File: src/rtl/exe_mem_req.sv
// exe_mem_req: execute-stage memory request issuer.
// Latches a load/store into holding registers and presents it on a
// req/addr_ok data SRAM interface. Store data is lane-replicated and byte
// strobes are generated. Requests accepted but not yet answered (data_ok)
// are counted, and new issue is throttled at MAX_OUTST.
// Optional feature macro: EXE_MEM_ALE_EN (address-misaligned exception).
//
// state  | meaning
// IDLE   | no request in flight for the current instruction; may latch one
// REQ    | data_sram_req high, fields held until addr_ok
// DONE   | request (or exception) finished, wait for stage advance/flush
module exe_mem_req #(
   parameter int DATA_W    = 32,
   parameter int ADDR_W    = 32,
   parameter int MAX_OUTST = 2
) (
   input  logic                clk,
   input  logic                reset,
   input  logic                req_valid_i,
   input  logic                req_we_i,
   input  logic [1:0]          req_size_i,
   input  logic [ADDR_W-1:0]   req_addr_i,
   input  logic [DATA_W-1:0]   req_wdata_i,
   input  logic                stage_advance_i,
   input  logic                flush_i,
   output logic                req_ready_go_o,
   output logic                data_sram_req_o,
   output logic                data_sram_wr_o,
   output logic [1:0]          data_sram_size_o,
   output logic [DATA_W/8-1:0] data_sram_wstrb_o,
   output logic [ADDR_W-1:0]   data_sram_addr_o,
   output logic [DATA_W-1:0]   data_sram_wdata_o,
   input  logic                data_sram_addr_ok_i,
   input  logic                data_sram_data_ok_i,
   output logic [2:0]          outst_cnt_o,
   output logic                ale_excp_o
);

   localparam int NB = DATA_W / 8;
   localparam int K  = $clog2(NB);

   typedef enum logic [1:0] {S_IDLE, S_REQ, S_DONE} state_t;

   state_t              state_q, state_d;
   logic                we_q;
   logic [1:0]          size_q;
   logic [ADDR_W-1:0]   addr_q;
   logic [NB-1:0]       wstrb_q;
   logic [DATA_W-1:0]   wdata_q;
   logic [2:0]          cnt_q, cnt_d;
   logic                ale_q, ale_d;

   logic                misal;
   logic                latch;
   logic                ready;
   logic                ale;
   logic                inc, dec, room;
   logic [K-1:0]        off;
   logic [NB-1:0]       strb_new;
   logic [DATA_W-1:0]   wdata_new;

   assign off = req_addr_i[K-1:0];

`ifdef EXE_MEM_ALE_EN
   // Natural-alignment check for half/word/dword accesses.
   always_comb begin
      misal = 1'b0;
      case (req_size_i)
         2'b01:   misal = req_addr_i[0];
         2'b10:   misal = |req_addr_i[1:0];
         2'b11:   misal = |req_addr_i[2:0];
         default: misal = 1'b0;
      endcase
   end
`else
   assign misal = 1'b0;
`endif

   // Byte strobes and lane-replicated write data for the incoming op.
   always_comb begin
      strb_new  = '0;
      wdata_new = req_wdata_i;
      case (req_size_i)
         2'b00: begin
            strb_new  = NB'(1) << off;
            wdata_new = {NB{req_wdata_i[7:0]}};
         end
         2'b01: begin
            strb_new  = NB'(3) << (off & ~K'(1));
            wdata_new = {(NB/2){req_wdata_i[15:0]}};
         end
         2'b10: begin
            strb_new  = NB'(15) << (off & ~K'(3));
            wdata_new = {(NB/4){req_wdata_i[31:0]}};
         end
         default: begin
            strb_new  = '1;
            wdata_new = req_wdata_i;
         end
      endcase
      if (!req_we_i) strb_new = '0;
   end

   // A data_ok in the same cycle frees a slot, so IDLE may latch early.
   assign inc   = (state_q == S_REQ) & data_sram_addr_ok_i;
   assign dec   = data_sram_data_ok_i & (cnt_q != 3'd0);
   assign room  = (cnt_q < 3'(MAX_OUTST)) | dec;
   assign cnt_d = cnt_q + {2'b00, inc} - {2'b00, dec};

   // Next-state and handshake decode.
   always_comb begin
      state_d = state_q;
      latch   = 1'b0;
      ready   = 1'b0;
      ale     = 1'b0;
      ale_d   = 1'b0;
      case (state_q)
         S_IDLE: begin
            if (!req_valid_i) begin
               ready = 1'b1;
            end else if (!flush_i) begin
               if (misal) begin
                  ready = 1'b1;
                  ale   = 1'b1;
                  if (!stage_advance_i) begin
                     ale_d   = 1'b1;
                     state_d = S_DONE;
                  end
               end else if (room) begin
                  latch   = 1'b1;
                  state_d = S_REQ;
               end
            end
         end
         S_REQ: begin
            if (data_sram_addr_ok_i) begin
               ready   = 1'b1;
               state_d = (stage_advance_i | flush_i) ? S_IDLE : S_DONE;
            end
         end
         S_DONE: begin
            ready = 1'b1;
            ale   = ale_q;
            ale_d = ale_q;
            if (stage_advance_i | flush_i) begin
               ale_d   = 1'b0;
               state_d = S_IDLE;
            end
         end
         default: state_d = S_IDLE;
      endcase
   end

   // State, outstanding counter and request holding registers.
   always_ff @(posedge clk) begin
      if (reset) begin
         state_q <= S_IDLE;
         cnt_q   <= 3'd0;
         ale_q   <= 1'b0;
         we_q    <= 1'b0;
         size_q  <= 2'b00;
         addr_q  <= '0;
         wstrb_q <= '0;
         wdata_q <= '0;
      end else begin
         state_q <= state_d;
         cnt_q   <= cnt_d;
         ale_q   <= ale_d;
         if (latch) begin
            we_q    <= req_we_i;
            size_q  <= req_size_i;
            addr_q  <= req_addr_i;
            wstrb_q <= strb_new;
            wdata_q <= wdata_new;
         end
      end
   end

   // Handshake outputs are held low while reset is applied.
   assign req_ready_go_o    = ready & ~reset;
   assign ale_excp_o        = ale & ~reset;
   assign data_sram_req_o   = (state_q == S_REQ);
   assign data_sram_wr_o    = we_q;
   assign data_sram_size_o  = size_q;
   assign data_sram_addr_o  = addr_q;
   assign data_sram_wstrb_o = wstrb_q;
   assign data_sram_wdata_o = wdata_q;
   assign outst_cnt_o       = cnt_q;

endmodule

File: config.mk
export PLATFORM = sky130hd
export DESIGN_NAME = exe_mem_req
export DESIGN_NICKNAME = d
export VERILOG_FILES = /design/src/rtl/exe_mem_req.sv
export SDC_FILE = /design/constraint.sdc
export NUM_CORES = 1
export LEC_CHECK = 0
export ABC_AREA = 1
export BUFFER_PORTS_ARGS = -buffer_cell sky130_fd_sc_hd__buf_2
export CORE_ASPECT_RATIO = 0.7
export CORE_MARGIN = 8
export CORE_UTILIZATION = 46
export CTS_CLUSTER_SIZE = 20
export DETAILED_ROUTE_END_ITERATION = 8
export PLACE_DENSITY_LB_ADDON = 0.15
export SETUP_SLACK_MARGIN = 0.5
export SLEW_MARGIN = 20
export SYNTH_ARGS = -nofsm -noshare
export SYNTH_HDL_FRONTEND = slang
export SYNTH_SLANG_ARGS = --single-unit
File: constraint.sdc
create_clock -name clk -period 2.2 [get_ports clk]
set_input_delay 0.22 -clock clk [delete_from_list [all_inputs] [get_ports clk]]
set_output_delay 0.22 -clock clk [all_outputs]
set_load 0.05 [all_outputs]
Yosys cells after proc, flatten, opt, wreduce, memory -nomap -nowiden
Cells that the tools add are included.
W data, S select, Z words.
{ "word_totals": {"ff_bits": 76, "inputBits": 74, "out_inout_bits": 77} }
{ "op_classes": {"n_addsub": 2, "order_cmp": 1, "eq_ne": 8, "shifts": 2, "n_mux": 17, "bitwise": 6, "n_reduce_logical": 4} }
{ "ops": {"columns": ["op", "count"], "rows": [
  ["$pmux W32 S2", 1],
  ["$mux W2", 6],
  ["$ne A2 B2 Y1 const B", 4],
  ["$pmux W4 S2", 1],
  ["$mux W1", 6],
  ["$pmux W2 S3", 1],
  ["$reduce_and A5 Y1", 1],
  ["$eq A2 B1 Y1 const B", 2],
  ["$logic_not A2 Y1", 2],
  ["$mux W4", 1],
  ["$shl A1 B2 Y4 const A", 1],
  ["$shl A2 B2 Y4 const A", 1],
  ["$add A3 B1 Y3", 1],
  ["$and A1 B1 Y1", 3],
  ["$lt A3 B2 Y1 const B", 1],
  ["$pmux W1 S3", 1],
  ["$reduce_bool A3 Y1", 1],
  ["$sub A3 B1 Y3", 1],
  ["$eq A2 B2 Y1 const B", 1],
  ["$ne A2 B1 Y1 const B", 1],
  ["$or A1 B1 Y1", 2],
  ["$not A1 Y1", 1]
]} }

Depth between registers and ports, before layout
Gate-level depths: netlist of run 1.
{ "logic_depth": {"ltp_word": 7, "ltp_mapped": 11, "depth_no_buf": 11} }

Worst setup path after synthesis of run 1
Ideal clock, no wire load.
{ "synth_path": {"path_kind": "register to register", "startpoint": "reg state_q[0]", "endpoint": "reg cnt_q[2], in the netlist outst_cnt_o[2]", "arrival_ps": 2419, "t_required_ps": 2072, "slack_ps": -346, "stages_incl_launch_ff": 11, "cell_sequence": "dfxtp_1 > inv_1 > nor2_1 > nand2_1 > ha_1 > inv_1 > ha_1 > inv_1 > fa_1 > xnor2_1 > nor2_1"} }
{ "synth_via": {"elab_chain_len": 4} }
{ "synth_lines": {"columns": ["element", "line_no", "rtl"], "rows": [
  ["start: declaration", "44", "state_t state_q, state_d;"],
  ["start signal: assignment", "166", "state_q <= state_d;"],
  ["$eq A2 B1 Y1", null, null],
  ["named net data_sram_req_o", "27", "output logic data_sram_req_o,"],
  ["$and A1 B1 Y1", "105", "assign inc = (state_q == S_REQ) & data_sram_addr_ok_i;"],
  ["$add A3 B1 Y3", "108", "assign cnt_d = cnt_q + {2'b00, inc} - {2'b00, dec};"],
  ["$sub A3 B1 Y3", "108", null],
  ["end signal: assignment", "167", "cnt_q <= cnt_d;"],
  ["end: declaration", "50", "logic [2:0] cnt_q, cnt_d;"]
]} }
The timed path passes the listed nets, and every way through them passes these cells.
A chain may end at the register's enable or synchronous reset.

Worst setup path in the final report of run 1
{ "layout_path": {"startpoint": "reg cnt_q[0], in the netlist outst_cnt_o[0]", "endpoint": "reg cnt_q[1], in the netlist outst_cnt_o[1]"} }
{ "layout_via": {"elab_chain_len": 3, "word_cells_on_any_way": 4, "cone_classes": "add/sub (2); bitwise (1); reduce/logical (1)"} }
{ "layout_lines": {"columns": ["element", "line_no"], "rows": [
  ["branches (longest 2 deep; another with $add A3 B1 Y3)", null],
  ["$sub A3 B1 Y3 *", "108"]
]} }
Mark *: on every way between the ends.

==> impl_metrics.json, run 1 <==
{
  "p_switching_mw": 2.18,
  "pwr-share-comb_pct": 41.3,
  "gp_congestion": 0.826,
  "wl_um": 9730,
  "end_kind": "register",
  "synth_edf_count": 0,
  "p_int_mw": 2.87,
  "grt_usage_pct": 18.7,
  "setup_viol": 0,
  "critical-path-top-delay-family": "adder cells",
  "power_leakage_nw": 2.14,
  "vias_per_cell": 4.86,
  "async_flop_share_pct": 0,
  "reg2reg_slack_ps": 490,
  "postCtsHoldBufs": 0,
  "yosysUniqueCellTypes": 23,
  "start_util_pct": 47.2,
  "cp_slowest_cell": "fa_2",
  "diodes": 0,
  "swShare_pct": 43.2,
  "startpoint_type": "register",
  "fin_crit_ps": 1710,
  "critPathBufInv": 3,
  "dieArea_um2": 9850,
  "ioPinCount": 151,
  "numCtsBuffers": 9,
  "first_iter_violations": 196,
  "worst_pin_slew_ps": 573,
  "fin_worst_skew_ps": 4.52,
  "fp.dieW_um": 115,
  "ys_seq_area_share_pct": 47.9,
  "clk_path_buf_depth": 2,
  "grt_max_degree": 67,
  "powerDensity_nw_per_um2": 1170,
  "ys_ff_latch": 76,
  "r2r_start": "outst_cnt_o[0]",
  "placed_cell_area_um2": 3960,
  "synth_fp_nets": 521,
  "clkPwrFrac_pct": 24.0,
  "r2r_end": "outst_cnt_o[1]",
  "num_rows": 25,
  "clkLatencyLatePin_ps": 340,
  "final_max_slew_viol_count": 0,
  "synth_area_leaders": "dfxtp_1, nor2_1, o21ai_0, nand2_1, nand3_1",
  "reg2reg_depth": 10,
  "mappedNetlistArea_um2": 3170,
  "drc": 0,
  "firstDrtPassIters": 5,
  "grt_pass1_wl_um": 15000,
  "antenna_found_initial": 0,
  "worstPathMaxFanout": 2,
  "tns_ps": 0,
  "yosysWarnings": 0,
  "root_buffer": "clkbuf_8",
  "hpwl_um": 6760,
  "avgSynthCellArea_um2": 7.16,
  "rsz0062_at_grt": "yes",
  "area_growth_syn_to_layout_pct": 35.6,
  "final_nets": 663,
  "synth.most_common_cell": "nor2_1",
  "synth.top_cell.area_share_pct": 47.9,
  "hold_viol": 0,
  "post-place-ws_ps": 373,
  "status": "finished clean",
  "path_common_cell": "inv_2",
  "min_delay_path_depth": 3,
  "vdd_drop_max_uv": 804,
  "synthFlopType": "dfxtp_1",
  "stdcell_area_um2": 4300,
  "worstPathRequired_ps": 2430,
  "fin_ws_ps": 490,
  "numClockSinks": 76,
  "fmax_ghz": 0.585,
  "yosys.area.top_type": "dfxtp_1",
  "htreeDepth": 3,
  "syn_inst": 443,
  "num_vias": 3324,
  "grt_overflow_total": 0,
  "path_clk_slew_ps": 80,
  "cts_tree": "built",
  "avgRoutedWirePerCell_um": 14.2,
  "min_to": "data_sram_addr_o[14]",
  "seq_power_share_pct": 34.7,
  "synthTopCellsByCount": "nor2_1, dfxtp_1, nand2_1, o21ai_0, nand3_1",
  "ant_nets": 0,
  "min_period_over_period_pct": 77.7,
  "grt_pass1_vias": 3079,
  "hold_start": "req_addr_i[14]",
  "cpPeakStageDelay_ps": 500,
  "path_class": "register to register",
  "max_slew_margin_pct": 61.7,
  "dieHeight_um": 85.5,
  "drive_gt1_share_pct": 33.6,
  "maxCapViolations": 0,
  "crit_chain": "nor2_2, nand2_1, nand2_1, inv_2, ha_4, inv_2, ha_4, inv_2, fa_2, nor2_1",
  "io_buffer_count": 149,
  "core_um2": 6730,
  "arrival_ps": 1940,
  "hold_path_class": "primary input to register"
}
## flip-flops by register name, indices dropped and copies added, names as in the netlist
name               count
data_sram_addr_o      32
data_sram_wdata_o     32
data_sram_wstrb_o      4
outst_cnt_o            3
data_sram_size_o       2
state_q                2
data_sram_wr_o         1
## how the worst max path moves through the flow
| stage | to | slack [ps] | start | depth (start not counted) |
|---|---|---|---|---|
| 6_report | outst_cnt_o[1] | 490 | outst_cnt_o[0] | 10 |
| 5_1_grt | outst_cnt_o[1] | 410 | outst_cnt_o[0] | 10 |
| 4_1_cts | outst_cnt_o[1] | 510 | outst_cnt_o[0] | 10 |
| 3_5_place_dp | data_sram_addr_o[10] | 370 | outst_cnt_o[1] | 8 |
| 3_3_place_gp | data_sram_addr_o[2] | 430 | outst_cnt_o[1] | 8 |
| 2_1_floorplan | outst_cnt_o[1] | 280 | state_q[0] | 9 |
## timing repair
action / in CTS / in global routing
buffers inserted: 4 / 1
gates resized for setup: 4 / 9
gates cloned: 0 / 2
setup endpoints to repair: 68 / 73
pin swaps: 1 / 1
## cells by family after synthesis
kind of cell             synth area share [%]
AO/OA/AOI/OAI                            14.6
XOR/XNOR                                0.276
adder cells (fa/ha/maj)                  1.81
buffers and inverters                    6.94
flip-flops                               47.9
other                                   0.118
AND/OR/NAND/NOR                          28.3
## routing by layer
metal  part of all wire [%]  routed length [um]  track usage (%)  vias up
met3                    8.4                 815             5.89        8
li1                       -                   -                -     1698
met2                     46                4460             30.1      122
met4                   0.69                  67             4.39        0
met5                      0                   0                0        -
met1                     45                4390             23.9     1496
## through the flow
step                hold slack (ps)  utilization (%)  instances  total power [mW]
floorplan                       297                -        443              3.30
global placement                449             58.8        661              3.73
detailed placement              457             58.8        661              3.75
CTS                            96.4             62.9        681              5.00
global route                    101             64.0        684              5.33
finish                          113             64.0        684              5.05
## placed cells by master (no fill, tap or decap), types with 3 or more instances in the layout
cell type  count
a21oi_1       11
nand2_1       62
dfxtp_1       72
inv_6          3
nor2_1       137
inv_2          5
clkbuf_8      10
buf_4          9
o21ai_0       48
dfxtp_2        3
a21boi_0       8
o21ai_1       20
nand3_1       21
inv_1         10
buf_2        149
## worst reg2reg max path: stages, from the launching register on
cell     delay (ps)
dfxtp_2         330
nor2_2          100
nand2_1          60
nand2_1         100
inv_2            50
ha_4            230
inv_2            60
ha_4            110
inv_2            30
fa_2            500
nor2_1           30
## power groups by stage
| stage | sequential (mW) | combinational (mW) | clock, mW |
|---|---|---|---|
| finish | 1.75 | 2.08 | 1.21 |
| global route | 1.78 | 2.25 | 1.30 |
| CTS | 1.75 | 2.01 | 1.24 |
| detailed placement | 1.79 | 1.97 | 0 |
| global placement | 1.78 | 1.95 | 0 |
| floorplan | 2.63 | 0.671 | 0 |
## final cells by class
type	instances	area (um2)
Multi-Input combinational cell	321	1480
Timing Repair inverter	1	8.76
Inverter	16	72.6
Sequential cell	76	1530
Clock inverter	6	93.8
Clock buffer	10	138
Fill cell	630	2420
Tap cell	94	118
Timing Repair Buffer	160	858
No activity file was read; power rests on OpenSTA's default activity.
==> run 2, diff against run 1 <==
--- a/config.mk
+++ b/config.mk
@@ -5,11 +5,11 @@
 export SDC_FILE = /design/constraint.sdc
 export NUM_CORES = 1
 export LEC_CHECK = 0
-export ABC_AREA = 1
+export ABC_AREA = 0
 export BUFFER_PORTS_ARGS = -buffer_cell sky130_fd_sc_hd__buf_2
 export CORE_ASPECT_RATIO = 0.7
 export CORE_MARGIN = 8
-export CORE_UTILIZATION = 46
+export CORE_UTILIZATION = 49
 export CTS_CLUSTER_SIZE = 20
 export DETAILED_ROUTE_END_ITERATION = 8
 export PLACE_DENSITY_LB_ADDON = 0.15
==> constraint.sdc (replaced) <==
create_clock -name clk -period 1.68 [get_ports clk]
set_input_delay 0.168 -clock clk [delete_from_list [all_inputs] [get_ports clk]]
set_output_delay 0.168 -clock clk [all_outputs]
set_load 0.05 [all_outputs]
==> impl_metrics.json, run 2 <==
{
  "drc": 0,
  "crit_chain": "buf_4, buf_6, nor2b_4, nand2_2, ha_4, inv_4, ha_4, inv_2, fa_2, xnor2_2, nor2_1",
  "seq_power_share_pct": 32.2,
  "grt_pass1_wl_um": 19100,
  "synthFlopType": "dfxtp_1",
  "firstDrtPassIters": 4,
  "cp_slowest_cell": "fa_2",
  "io_buffer_count": 149,
  "power_leakage_nw": 2.35,
  "use_met2_pct": 32.5,
  "final_common_cell": "buf_2",
  "fin_crit_ps": 1940,
  "root_buffer": "clkbuf_8",
  "drive_gt1_share_pct": 53.9,
  "status": "finished with violations",
  "yosys-mux-area-fraction_pct": 10.3,
  "synth.most_common_cell": "dfxtp_1",
  "avgRoutedWirePerCell_um": 18.4,
  "gp_congestion": 0.772,
  "pwr-share-comb_pct": 46.9,
  "grt_usage_pct": 21.4,
  "cpPeakStageDelay_ps": 360,
  "max_slew_margin_pct": 59.5,
  "rsz0062_at_grt": "yes",
  "avgSynthCellArea_um2": 9.35,
  "powerDensity_nw_per_um2": 1310,
  "violations": "negative setup slack",
  "worstPathMaxFanout": 3,
  "fin_hold_ws_ps": 126,
  "worstPathRequired_ps": 1930,
  "num_rows": 27,
  "synth.top_cell.area_share_pct": 39.8,
  "dieArea_um2": 10900,
  "yosysUniqueCellTypes": 36,
  "min_period_over_period_pct": 116,
  "final_max_slew_viol_count": 0,
  "swShare_pct": 42.3,
  "grt.busiest_layer": "met2",
  "synth_area_leaders": "dfxtp_1, a31o_2, nand2b_1, nor4_1, mux2_2",
  "htreeDepth": 3,
  "p_switching_mw": 2.94,
  "fp.dieW_um": 122,
  "hold_path_class": "primary input to register",
  "path_clk_slew_ps": 70,
  "path_common_cell": "ha_4",
  "ys_ff_latch": 76,
  "clkPwrFrac_pct": 20.9,
  "final_cell_mix": "buf_2, dfxtp_1, nand2b_1",
  "grt_max_degree": 54,
  "vias_per_cell": 5.59,
  "vdd_drop_max_uv": 751,
  "synth_top_family_by_area": "simple AND/OR/NAND/NOR gates",
  "hold_viol": 0,
  "fmax_ghz": 0.514,
  "synth_fp_nets": 487,
  "numCtsBuffers": 9,
  "fin_ws_ps": -264,
  "synth-xor-area-share_pct": 0.229,
  "ys_seq_area_share_pct": 39.8,
  "startpoint_type": "register",
  "maxCapViolations": 0,
  "num_vias": 3682,
  "ioPinCount": 151,
  "arrival_ps": 2190,
  "dieHeight_um": 89.9,
  "synthTopCellsByCount": "dfxtp_1, nand2b_1, nor4_1, a31o_2, clkbuf_1",
  "p_int_mw": 4.01,
  "wl_um": 12100,
  "yosys.area.top_type": "dfxtp_1",
  "numClockSinks": 76,
  "hpwl_um": 8170,
  "core_um2": 7700,
  "clkLatencyLatePin_ps": 360,
  "first_iter_violations": 279,
  "end_kind": "register",
  "ant_nets": 0,
  "fin_worst_skew_ps": 6.00,
  "final_nets": 632,
  "worst_pin_slew_ps": 607,
  "start_util_pct": 49.7,
  "antenna_found_initial": 0,
  "met3_usage_pct": 8.31,
  "tns_ps": -12470,
  "synth_compound_area_share_pct": 17.9,
  "path_class": "register to register",
  "cts_tree": "built",
  "grt_overflow_total": 0,
  "syn_inst": 409,
  "synth_edf_count": 0,
  "area_growth_syn_to_layout_pct": 38.3,
  "setup_viol": 75,
  "synth_simple_gate_area_share_pct": 23.1,
  "diodes": 0,
  "grt_pass1_vias": 3748,
  "yosys.area_share.adder_pct": 1.50,
  "mappedNetlistArea_um2": 3830,
  "met1_usage_pct": 27.3,
  "clk_path_buf_depth": 2,
  "yosysWarnings": 0,
  "async_flop_share_pct": 0
}
run 2: final timing paths:
kind         slack [ps]  depth (start not counted)             startpoint               endpoint
max                -260                         11             state_q[0]         outst_cnt_o[2]
min                 130                          3    data_sram_addr_ok_i             state_q[0]
min reg2reg         460                          2  data_sram_wdata_o[22]  data_sram_wdata_o[22]
max reg2reg        -260                         11             state_q[0]         outst_cnt_o[2]
run 2: power groups by stage:
| stage | registers, mW | logic (mW) | clock network, mW |
|---|---|---|---|
| finish | 2.24 | 3.26 | 1.45 |
| detailed placement | 2.27 | 2.86 | 0 |
| floorplan | 3.21 | 1.16 | 0 |
| CTS | 2.23 | 3.00 | 1.49 |
| global route | 2.28 | 3.44 | 1.57 |
| global placement | 2.27 | 2.82 | 0 |
run 2: logic make-up after synthesis:
group           count (synthesis)
compound gates                 90
xor+xnor                        1
fa+ha+maj                       4
buf+inv                        61
flops                          76
mux                            34
other cells                     1
simple gates                  142
run 2: per-layer routing:
metal	wire length [um]	vias to the layer above	share of wire (%)
met3	1040	21	8.5
met4	195	0	1.6
li1	-	1795	-
met1	5230	1736	43
met2	5670	130	47
met5	0	-	0
run 2: area by class of cell:
class / instances / area (um2)
Clock inverter: 1 / 30.0
Multi-Input combinational cell: 272 / 2210
Fill cell: 613 / 2410
Timing Repair Buffer: 180 / 1160
Sequential cell: 76 / 1530
Inverter: 15 / 58.8
Clock buffer: 14 / 173
Tap cell: 101 / 126
run 2: per-stage QoR:
stage	utilization (%)	worst slack, ps	instance area, um2	std cells	power, mW
finish	68.7	-264	5290	659	6.96
CTS	65.8	-247	5070	654	6.73
floorplan	-	-312	3900	409	4.37
detailed placement	61.7	-348	4750	636	5.13
global route	68.7	-336	5290	659	7.29
global placement	61.7	-335	4750	636	5.09
run 2: repair_timing:
item,CTS,global route
endpoints found under the setup margin,81,96
pin swaps,2,4
hold endpoints to repair,1,0
buffers inserted,0,5
hold buffers,2,0
gates cloned,1,0
resized for setup,20,47
run 2: critical path, delay by kind of cell (launching register included):
family,cells,cell delay [ps]
buffers and inverters,4,280
adder cells (fa/ha/maj),3,710
flip-flops,1,330
AND/OR/NAND/NOR,3,330
XOR/XNOR,1,180
